File: src/rtl/full_adder.sv
// Registered WIDTH-bit ripple-carry adder with valid strobe and sticky carry flag.
// Result appears one cycle after an accepted operand set; no backpressure.
module fa_cell (
    input  logic a_i,
    input  logic b_i,
    input  logic c_i,
    output logic s_o,
    output logic c_o
);
    assign s_o = a_i ^ b_i ^ c_i;
    assign c_o = (a_i & b_i) | (a_i & c_i) | (b_i & c_i);
endmodule

module full_adder #(
    parameter int WIDTH = 1
) (
    output logic             carry,
    output logic [WIDTH-1:0] sum,
    input  logic [WIDTH-1:0] a,
    input  logic [WIDTH-1:0] b,
    input  logic             cin,
    input  logic             clk,
    input  logic             rst_n,
    input  logic             in_valid,
    output logic             out_valid,
    output logic             carry_sticky,
    input  logic             sticky_clr
);
    logic [WIDTH:0]   c_chain;
    logic [WIDTH-1:0] s_comb;

    logic [WIDTH-1:0] sum_q, sum_d;
    logic             carry_q, carry_d;
    logic             valid_q, valid_d;
    logic             sticky_q, sticky_d;

    assign c_chain[0] = cin;

    for (genvar i = 0; i < WIDTH; i++) begin : g_cell
        fa_cell u_cell (
            .a_i (a[i]),
            .b_i (b[i]),
            .c_i (c_chain[i]),
            .s_o (s_comb[i]),
            .c_o (c_chain[i+1])
        );
    end

    // Idle cycles never look at the operands, so X on them cannot leak in.
    always_comb begin
        sum_d    = sum_q;
        carry_d  = carry_q;
        valid_d  = 1'b0;
        sticky_d = sticky_q;
        if (sticky_clr) begin
            sticky_d = 1'b0;
        end
        if (in_valid) begin
            sum_d   = s_comb;
            carry_d = c_chain[WIDTH];
            valid_d = 1'b1;
            if (c_chain[WIDTH]) begin
                sticky_d = 1'b1;
            end
        end
    end

    always_ff @(posedge clk or negedge rst_n) begin
        if (!rst_n) begin
            sum_q    <= '0;
            carry_q  <= 1'b0;
            valid_q  <= 1'b0;
            sticky_q <= 1'b0;
        end else begin
            sum_q    <= sum_d;
            carry_q  <= carry_d;
            valid_q  <= valid_d;
            sticky_q <= sticky_d;
        end
    end

    assign sum          = sum_q;
    assign carry        = carry_q;
    assign out_valid    = valid_q;
    assign carry_sticky = sticky_q;
endmodule

File: config.mk
export PLATFORM = sky130hd
export DESIGN_NAME = full_adder
export DESIGN_NICKNAME = d
export VERILOG_FILES = /design/src/rtl/full_adder.sv
export SDC_FILE = /design/constraint.sdc
export NUM_CORES = 1
export LEC_CHECK = 0
export CAP_MARGIN = 20
export CORE_AREA = 4 4 41 43
export CTS_BUF_LIST = sky130_fd_sc_hd__clkbuf_2 sky130_fd_sc_hd__clkbuf_4 sky130_fd_sc_hd__clkbuf_8
export CTS_CLUSTER_SIZE = 12
export DETAILED_ROUTE_END_ITERATION = 7
export DIE_AREA = 0 0 45 47
export DONT_BUFFER_PORTS = 1
export PLACE_DENSITY = 0.3
export SYNTH_ARGS = -nofsm -noshare
export SYNTH_HDL_FRONTEND = slang
export SYNTH_SLANG_ARGS = --single-unit
export TNS_END_PERCENT = 50
File: constraint.sdc
create_clock -name clk -period 1 [get_ports clk]
set_input_delay 0.15 -clock clk [delete_from_list [all_inputs] [get_ports clk]]
set_output_delay 0.15 -clock clk [all_outputs]
set_load 0.05 [all_outputs]
# Word level (Yosys, flattened, before mapping)
# Index checks and enable logic that the tools add are counted.
[word_totals]
register_bits = 4
latch_bits = 0
mem_bits_rw = 0
rom_bits = 0
input_bits = 7
elab_cells = 15
mem_count = 0
[op_classes]
n_addsub = 0
mul = 0
n_div = 0
order_cmp = 0
n_eq_ne = 0
n_shift = 0
mux = 4
bitwise = 7
n_reduce_logical = 0
[op_table]
columns = ["operator", "count"]
rows = [
  ["1-bit 2-to-1 mux", 4],
  ["1-bit bitwise AND", 3],
  ["1-bit OR", 2],
  ["1-bit bitwise XOR", 2],
]

# Depth between registers and ports, before layout
# Gate-level depths: netlist of the first run.
[depth]
word_depth = 5
ltp_mapped = 3
depth_no_buf = 3

# Hierarchy
# From an unflattened synthesis of the first run, not the netlist that was laid out.
[hier_totals]
cells_unflattened = 11
hier_area_um2 = 156.4
[by_module_without_submodules]
columns = ["module", "instances", "cells_per_inst", "area_per_inst_um2", "seq_area_each_um2"]
rows = [
  ["full_adder", 1, 10, 136.4, 100.1],
  ["fa_cell", 1, 1, 20.0, 0.0],
]

# Worst setup path before layout of the first run
# Ideal clock, no wire load.
[synth_timing]
path_kind = "register to register"
from = "register sum (netlist name)"
to = "register sum_q (netlist: sum)"
setup_ns = 0.125
arrival_ns = 0.869
t_required_ns = 0.875
slack_ns = 0.006
path_stages_with_launch = 2
period_less_slack_ns = 0.994
cell_sequence = "dfrtp_1 mux2_4"
[synth_rtl]
columns = ["item", "line", "source"]
rows = [
  ["end signal, assigned", "75", "sum_q <= sum_d;"],
  ["end, declared", "32", "logic [WIDTH-1:0] sum_q, sum_d;"],
]

# Final worst setup path of the first run
[layout_timing]
from = "register carry_q (netlist: carry)"
to = "output carry"
[layout_rtl]
columns = ["item", "line", "source"]
rows = [
  ["start, declared", "33", "logic carry_q, carry_d;"],
  ["start signal, assigned", "76", "carry_q <= carry_d;"],
  ["end, declared", "17", "output logic carry,"],
]
# No word-level cell between the ends.

==> results of run 1 <==
## kinds of logic after synthesis
group / count (synthesis) / synth area share
compound gates: 2 / 0.0640
simple gates: 1 / 0.0240
mux: 1 / 0.0960
fa+ha+maj: 1 / 0.128
flops: 4 / 0.640
buf+inv: 2 / 0.0480
## flip-flops by register name, indices dropped and copies added (netlist names)
| name | cells |
|---|---|
| carry_sticky | 1 |
| sum | 1 |
| out_valid | 1 |
| carry | 1 |
## power groups by stage
stage,sequential (W),clock (W),combinational (W)
floorplan,0.000260,0,0.0000235
global placement,0.000194,0,0.000126
detailed placement,0.000195,0,0.000128
CTS,0.000193,0.000205,0.000137
global route,0.000194,0.000216,0.000143
finish,0.000191,0.000193,0.000134
## layout make-up
| type | count | area, um^2 | share of cell area |
|---|---|---|---|
| sequential | 4 | 100 | 0.404 |
| timing repair buffer | 6 | 50.0 | 0.202 |
| multi-input combinational | 5 | 48.8 | 0.197 |
| clock buffer | 3 | 22.5 | 0.0909 |
| tap | 15 | 18.8 | 0.0758 |
| inverter | 2 | 7.51 | 0.0303 |
## cell usage in the layout, fill, tap and decap left out
master / count
sky130_fd_sc_hd__clkbuf_4: 3
sky130_fd_sc_hd__o21ai_0: 2
sky130_fd_sc_hd__fa_1: 1
sky130_fd_sc_hd__mux2_4: 1
sky130_fd_sc_hd__buf_4: 4
sky130_fd_sc_hd__dlygate4sd3_1: 2
sky130_fd_sc_hd__dfrtp_1: 4
sky130_fd_sc_hd__inv_1: 2
sky130_fd_sc_hd__nand2_1: 1
## metal layers
| metal | GRT usage | vias to the layer above | share of wire |
|---|---|---|---|
| li1 | - | 52 | - |
| met1 | 0.0439 | 55 | 0.36 |
| met2 | 0.0593 | 5 | 0.56 |
| met3 | 0.0421 | 0 | 0.075 |
| met4 | 0.0877 | 0 | 0 |
| met5 | 0 | - | 0 |
## final timing paths
path                                endpoint  slack [ps]       start  cells after the start
worst max register to register           sum         250         sum                      1
worst min register to register           sum         520         sum                      1
worst min-delay path            carry_sticky          20  sticky_clr                      1
worst max-delay path                   carry          50       carry                      1
max in group asynchronous          out_valid         640       rst_n                      1
min in group asynchronous                sum         190       rst_n                      1
## Yosys cell counts, drive strengths merged
master  instances
dfrtp           4
fa              1
inv             2
mux2            1
nand2           1
o21ai           2
## metrics by stage
step	cell area, um^2	utilization	worst slack [ps]
final	248	0.190	52.5
after floorplan	156	-	5.75
after detailed placement	205	0.158	12.6
after global placement	205	0.158	16.6
after CTS	248	0.190	33.9
after global routing	248	0.190	17.1
==> results.md, run 1 <==
- The highest clock rate is 1060 MHz.
- The cell at the slowest stage of the critical path is sky130_fd_sc_hd__dfrtp_1.
- Of all cell types, the one taking the most synthesized area is sky130_fd_sc_hd__dfrtp_1.
- The peak fanout along the critical path is 2.
- VDD sags by at most ~0.39 mV.
- Sorting the synthesized cells by area gives the leading types as sky130_fd_sc_hd__dfrtp_1 (64%), sky130_fd_sc_hd__fa_1 (13%), sky130_fd_sc_hd__mux2_4 (9.6%).
- The net count after synthesis is 19.
- In the routed design, unresolved DRC markers number 0.
- Post-CTS timing repair inserted 0 buffers for setup.
- The die outline area is 2120 um^2.
- In this run, CTS created clock tree buffers numbering 3.
- The final total power is 0.000519 W.
- The layout has approximately 160 filler cells.
- The critical setup path kind is register to output pin.
- Of the total power, combinational logic draws 0.259.
- The number of unique standard cell types used by synthesis is 6.
- For the final routed database, the setup TNS stands at 0 ps.
- The floorplan step set the die height to 47 um.
- The number of global-route vias before repair is 154.
- The global route total overflow is 0.
- The cell family with the largest share of critical-path delay is flip-flops.
- In this run the power density over the cells is 2090 nW/um^2.
- Of the synthesized area, sequential elements account for 0.640.
- The required time reported for the critical path endpoint is 850 ps.
- The initial antenna violation count is 0.
- In this run the core area contains 13 standard-cell rows.
- Of the total power, the share spent switching nets is 0.302.
- The clock transition at the register clock pins on the worst setup and hold paths after CTS is 30 ps.
- The cell area that synthesis handed to floorplanning was 156 um^2.
- The average wire per standard cell is slightly above 10 um.
- The count of buffer and inverter cells on the critical path is 1.
- The endpoint type of the worst setup path is an output pin.
- The number of synthesized register bits is 4.
- In this run the remaining antenna-violating nets after routing total 0.
- The leakage dissipation is 0.118 nW.
- The weighted congestion reported at the end of routability-driven placement is roughly 0.58.
- Of the total power, registers draw 0.369.
- The number of buffers inserted by port buffering is 0.
- The analysis attributes to net switching a power of between 0.00015 and 0.0002 W.
- The ratio of cells with drive above 1 in the final layout is 0.400.
- The final count of hold timing violations is 0.
- The cell sitting at the root of the clock tree is a sky130_fd_sc_hd__clkbuf_4.
- Walking the worst path, the cells encountered are buf_4.
- For this run, the slowest stage of the critical path takes 370 ps.
- The TritonCTS clock tree is yes.
- The layout overhead on the synthesized area is 58.4%.
- No sink is reached through more buffers than the 2 on the longest clock path.
- The combined global-route utilization of all metal layers is 0.0524.
- The number of clock sinks seen by CTS is 4.
- Setup violations remaining at the end of the flow were counted as 0.
- The number of buffers inserted by hold repair at cts is 2.
- The startpoint class of the critical path is a register.
- The final layout contains 30 nets.
- Data arrives at the worst endpoint at 800 ps.
- The Yosys step of the flow raised 0 warnings.
- The internal portion of total power is 0.000362 W.
- The final route contains approximately 110 vias.
- The number of antenna diodes is 0.
- The global-route wire length before repair is roughly 660 um.
- The largest net degree at the start of global routing is 5.
- The tightest hold path in the finished design has a slack of 16.6 ps.
- The number of instances in the synthesized netlist is 11.
- Of the available clock period, the critical path in the final layout requires 0.947.
- At the later pin of the worst-skew pair, clock insertion delay measures 230 ps.
- The final standard cell count with taps included and fillers excluded is 35.
- Post-CTS repair changed the size of 0 cells.
- The worst relative slew slack is 0.877.
- Summed over all layers, the routed wires come to around 360 um.
- After synthesis, the mean cell area works out to 14.2 um^2.
- The share of synthesized area in the top cell type comes to 0.640.
- The transition at the pin with the smallest max-transition slack is 184 ps.
- The initial core utilization is 0.120.
- From left edge to right edge, the die measures 45 um.
- Max-cap violations in this run came to 0.
- Setup repair after global routing left no endpoint under its margin.
- The kind of path behind the tightest hold check is primary input to register.
- In this run, the number of DRC markers left after iteration 0 of detailed routing was 1.
- For this run, the detailed router's first-pass iteration total came to 4.
- The depth of the CTS H-tree is 1.
- The share of power burned in the clock network is 0.372.
- The count of final max-slew check failures was 0.
- The run finished with clean final reports.
- After detailed routing, the number of vias per cell comes to between 3 and 4.
- The area of the core is 1300 um^2.
- In this run, placement finished with an instance count of 30.
- The post-layout minimum cycle time is approximately 950 ps.
- The final setup skew is 0 ps.
- The I/O pin count is 11.
(Power assumes the default switching activity.)
==> inputs of run 2 (changes only) <==
==> constraint.sdc (replaced) <==
create_clock -name clk -period 1 [get_ports clk]
set_input_delay 0.1 -clock clk [delete_from_list [all_inputs] [get_ports clk]]
set_output_delay 0.1 -clock clk [all_outputs]
set_load 0.05 [all_outputs]
==> results.md, run 2 (synthesis gave the netlist of run 1 again) <==
- The required time reported for the critical path endpoint came to 900 ps (was 850 ps).
- The remaining design rule violation count is 0 (unchanged).
- The initial antenna violation count is 0 (unchanged).
- The peak-usage layer in the global routing report is met4 (unchanged).
- The transition at the pin with the smallest max-transition slack is 185 ps (was 184 ps).
- The layout overhead on the synthesized area is 64.8% (was 58.4%).
- Run status: finished, final reports clean (unchanged).
- The chip height came to 47 um (unchanged).
- The final setup skew is 0 ps (unchanged).
- The buffer count from post-CTS setup fixing is 0 (unchanged).
- The critical setup path kind is register to output pin (unchanged).
- The TritonCTS clock tree is yes (unchanged).
- The total clock buffers created by CTS was 3 (unchanged).
- The number of max-cap violations is 0 (unchanged).
- The highest clock rate is 1110 MHz (was 1060 MHz).
- The clock transition at the register clock pins on the worst setup and hold paths after CTS is 30 ps (about the same).
- The total setup violations reported at the end of the flow is 0 (unchanged).
- The average wire per standard cell is 9.94 um (was 10.3 um).
- The final count of hold timing violations is 0 (unchanged).
- Unrepaired setup endpoints after global routing: false (unchanged).
- The number of buffers inserted by port buffering was 0 (unchanged).
- The stage delay of the slowest cell on the critical path was 370 ps (about the same).
- The count of buffer and inverter cells on the critical path is 1 (unchanged).
- The I/O pin count is 11 (unchanged).
- The ratio of cells with drive above 1 in the final layout is 0.381 (was 0.400).
- The cell at the slowest stage of the critical path is sky130_fd_sc_hd__dfrtp_1 (unchanged).
- The depth of the CTS H-tree is 1 (unchanged).
- The final net count is 31 (was 30).
- The kind of path behind the tightest hold check is primary input to register (unchanged).
- The latest clock arrival within the worst-skew pair came to 230 ps (about the same).
- The met3 routing resource usage after global routing is 0.0421 (unchanged).
- The area of the core is 1300 um^2 (unchanged).
- The total number of vias is 115 (was 112).
- The critical path arrival is 800 ps (about the same).
- The startpoint class of the critical path is a register (unchanged).
- The number of global-route vias before repair is 157 (was 154).
- The worst hold slack is 24.8 ps (was 16.6 ps).
- The global route total overflow is 0 (unchanged).
- The utilization after layout was 0.198 (was 0.190).
- The remaining number of nets flagged by the antenna check after routing is 0 (unchanged).
- The final standard cell count with taps included and fillers excluded is 36 (was 35).
- The violation count after the first detailed-route iteration was 1 (unchanged).
- The number of clock sinks seen by CTS is 4 (unchanged).
- Most frequent cells in the layout: sky130_fd_sc_hd__dfrtp_1 (4), sky130_fd_sc_hd__buf_4 (4), sky130_fd_sc_hd__clkbuf_4 (3), sky130_fd_sc_hd__dlygate4sd3_1 (3) (was sky130_fd_sc_hd__dfrtp_1 (4), sky130_fd_sc_hd__buf_4 (4), sky130_fd_sc_hd__clkbuf_4 (3)).
- The cell family with the largest share of critical-path delay is flip-flops (unchanged).
- The worst relative slew slack is 0.876 (was 0.877).
- The final critical-path share of the clock period came to 0.897 (was 0.947).
- The largest voltage drop on the vdd net came to 0.386 mV (about the same).
- The wire length after detailed routing is 358 um (was 360 um).
- The instance count after placement with tap cells included is 30 (unchanged).
- The largest net degree at the start of global routing is 5 (unchanged).
- The peak fanout along the critical path is 2 (unchanged).
- The met2 global-route usage was 0.0593 (unchanged).
- The initial core utilization is 0.120 (unchanged).
- The number of rows created at floorplan is 13 (unchanged).
- The met1 track demand over resource is 0.0439 (unchanged).
- The width of the die is 45 um (unchanged).
- The endpoint type of the worst setup path is an output pin (unchanged).
- The die outline area came to 2120 um^2 (unchanged).
- The count of final max-slew check failures was 0 (unchanged).
- The post-layout minimum cycle time was 897 ps (was 947 ps).
- The length of the first detailed-routing pass in iterations was 4 (unchanged).
- The leakage dissipation is 0.123 nW (was 0.118 nW).
- The number of vias per cell is 3.19 (was 3.20).
- The combined global-route utilization of all metal layers came to 0.0524 (unchanged).
- The buffer depth of the longest clock path was 2 (unchanged).
- The global-route wire length before repair came to 655 um (unchanged).
- The sum of negative setup slack is 0 ps (unchanged).
- The count of fill cells added during filler insertion was 154 (was 156).
- The areal power density over the cells is 2030 nW/um^2 (was 2090 nW/um^2).
- The root buffer cell was sky130_fd_sc_hd__clkbuf_4 (unchanged).
- The number of antenna diodes is 0 (unchanged).
- The weighted congestion reported at the end of routability-driven placement is 0.576 (unchanged).
- Cell-by-cell listing of the critical path: buf_4 (unchanged).
## run 2: path summary, 6_finish.rpt
path	slack, ps	startpoint	to	cells after the start
max reg2reg	250	sum	sum	1
max	100	carry	carry	1
min in group asynchronous	140	rst_n	sum	1
min reg2reg	520	sum	sum	1
min	20	in_valid	carry_sticky	2
max in group asynchronous	690	rst_n	out_valid	1
## run 2: metal layers
layer | vias to the layer above | wire length (um)
met5 | - | 0
met2 | 5 | 202
li1 | 54 | -
met3 | 0 | 27
met4 | 0 | 0
met1 | 56 | 128
## run 2: final cells by class
class,count,area [um^2],share of cell area
Sequential cell,4,100,0.388
Timing Repair Buffer,7,60.1,0.233
Multi-Input combinational cell,5,48.8,0.189
Clock buffer,3,22.5,0.0874
Tap cell,15,18.8,0.0728
Inverter,2,7.51,0.0291
## run 2: power breakdown
part	switching (W)	internal, W
sequential	0.00000972	0.000182
combinational	0.0000888	0.0000492
clock	0.0000592	0.000134
## run 2: per-stage QoR
step	instance area [um^2]	power, W	setup WS (ps)
floorplan	156	0.000283	5.75
global placement	205	0.000320	66.6
detailed placement	205	0.000323	62.6
CTS	258	0.000538	83.9
global route	258	0.000557	67.1
finish	258	0.000522	103
## run 2: what timing repair did
action	4_1_cts	5_1_grt
hold buffers	3	0
resized for setup	0	0
hold endpoints to repair	7	0
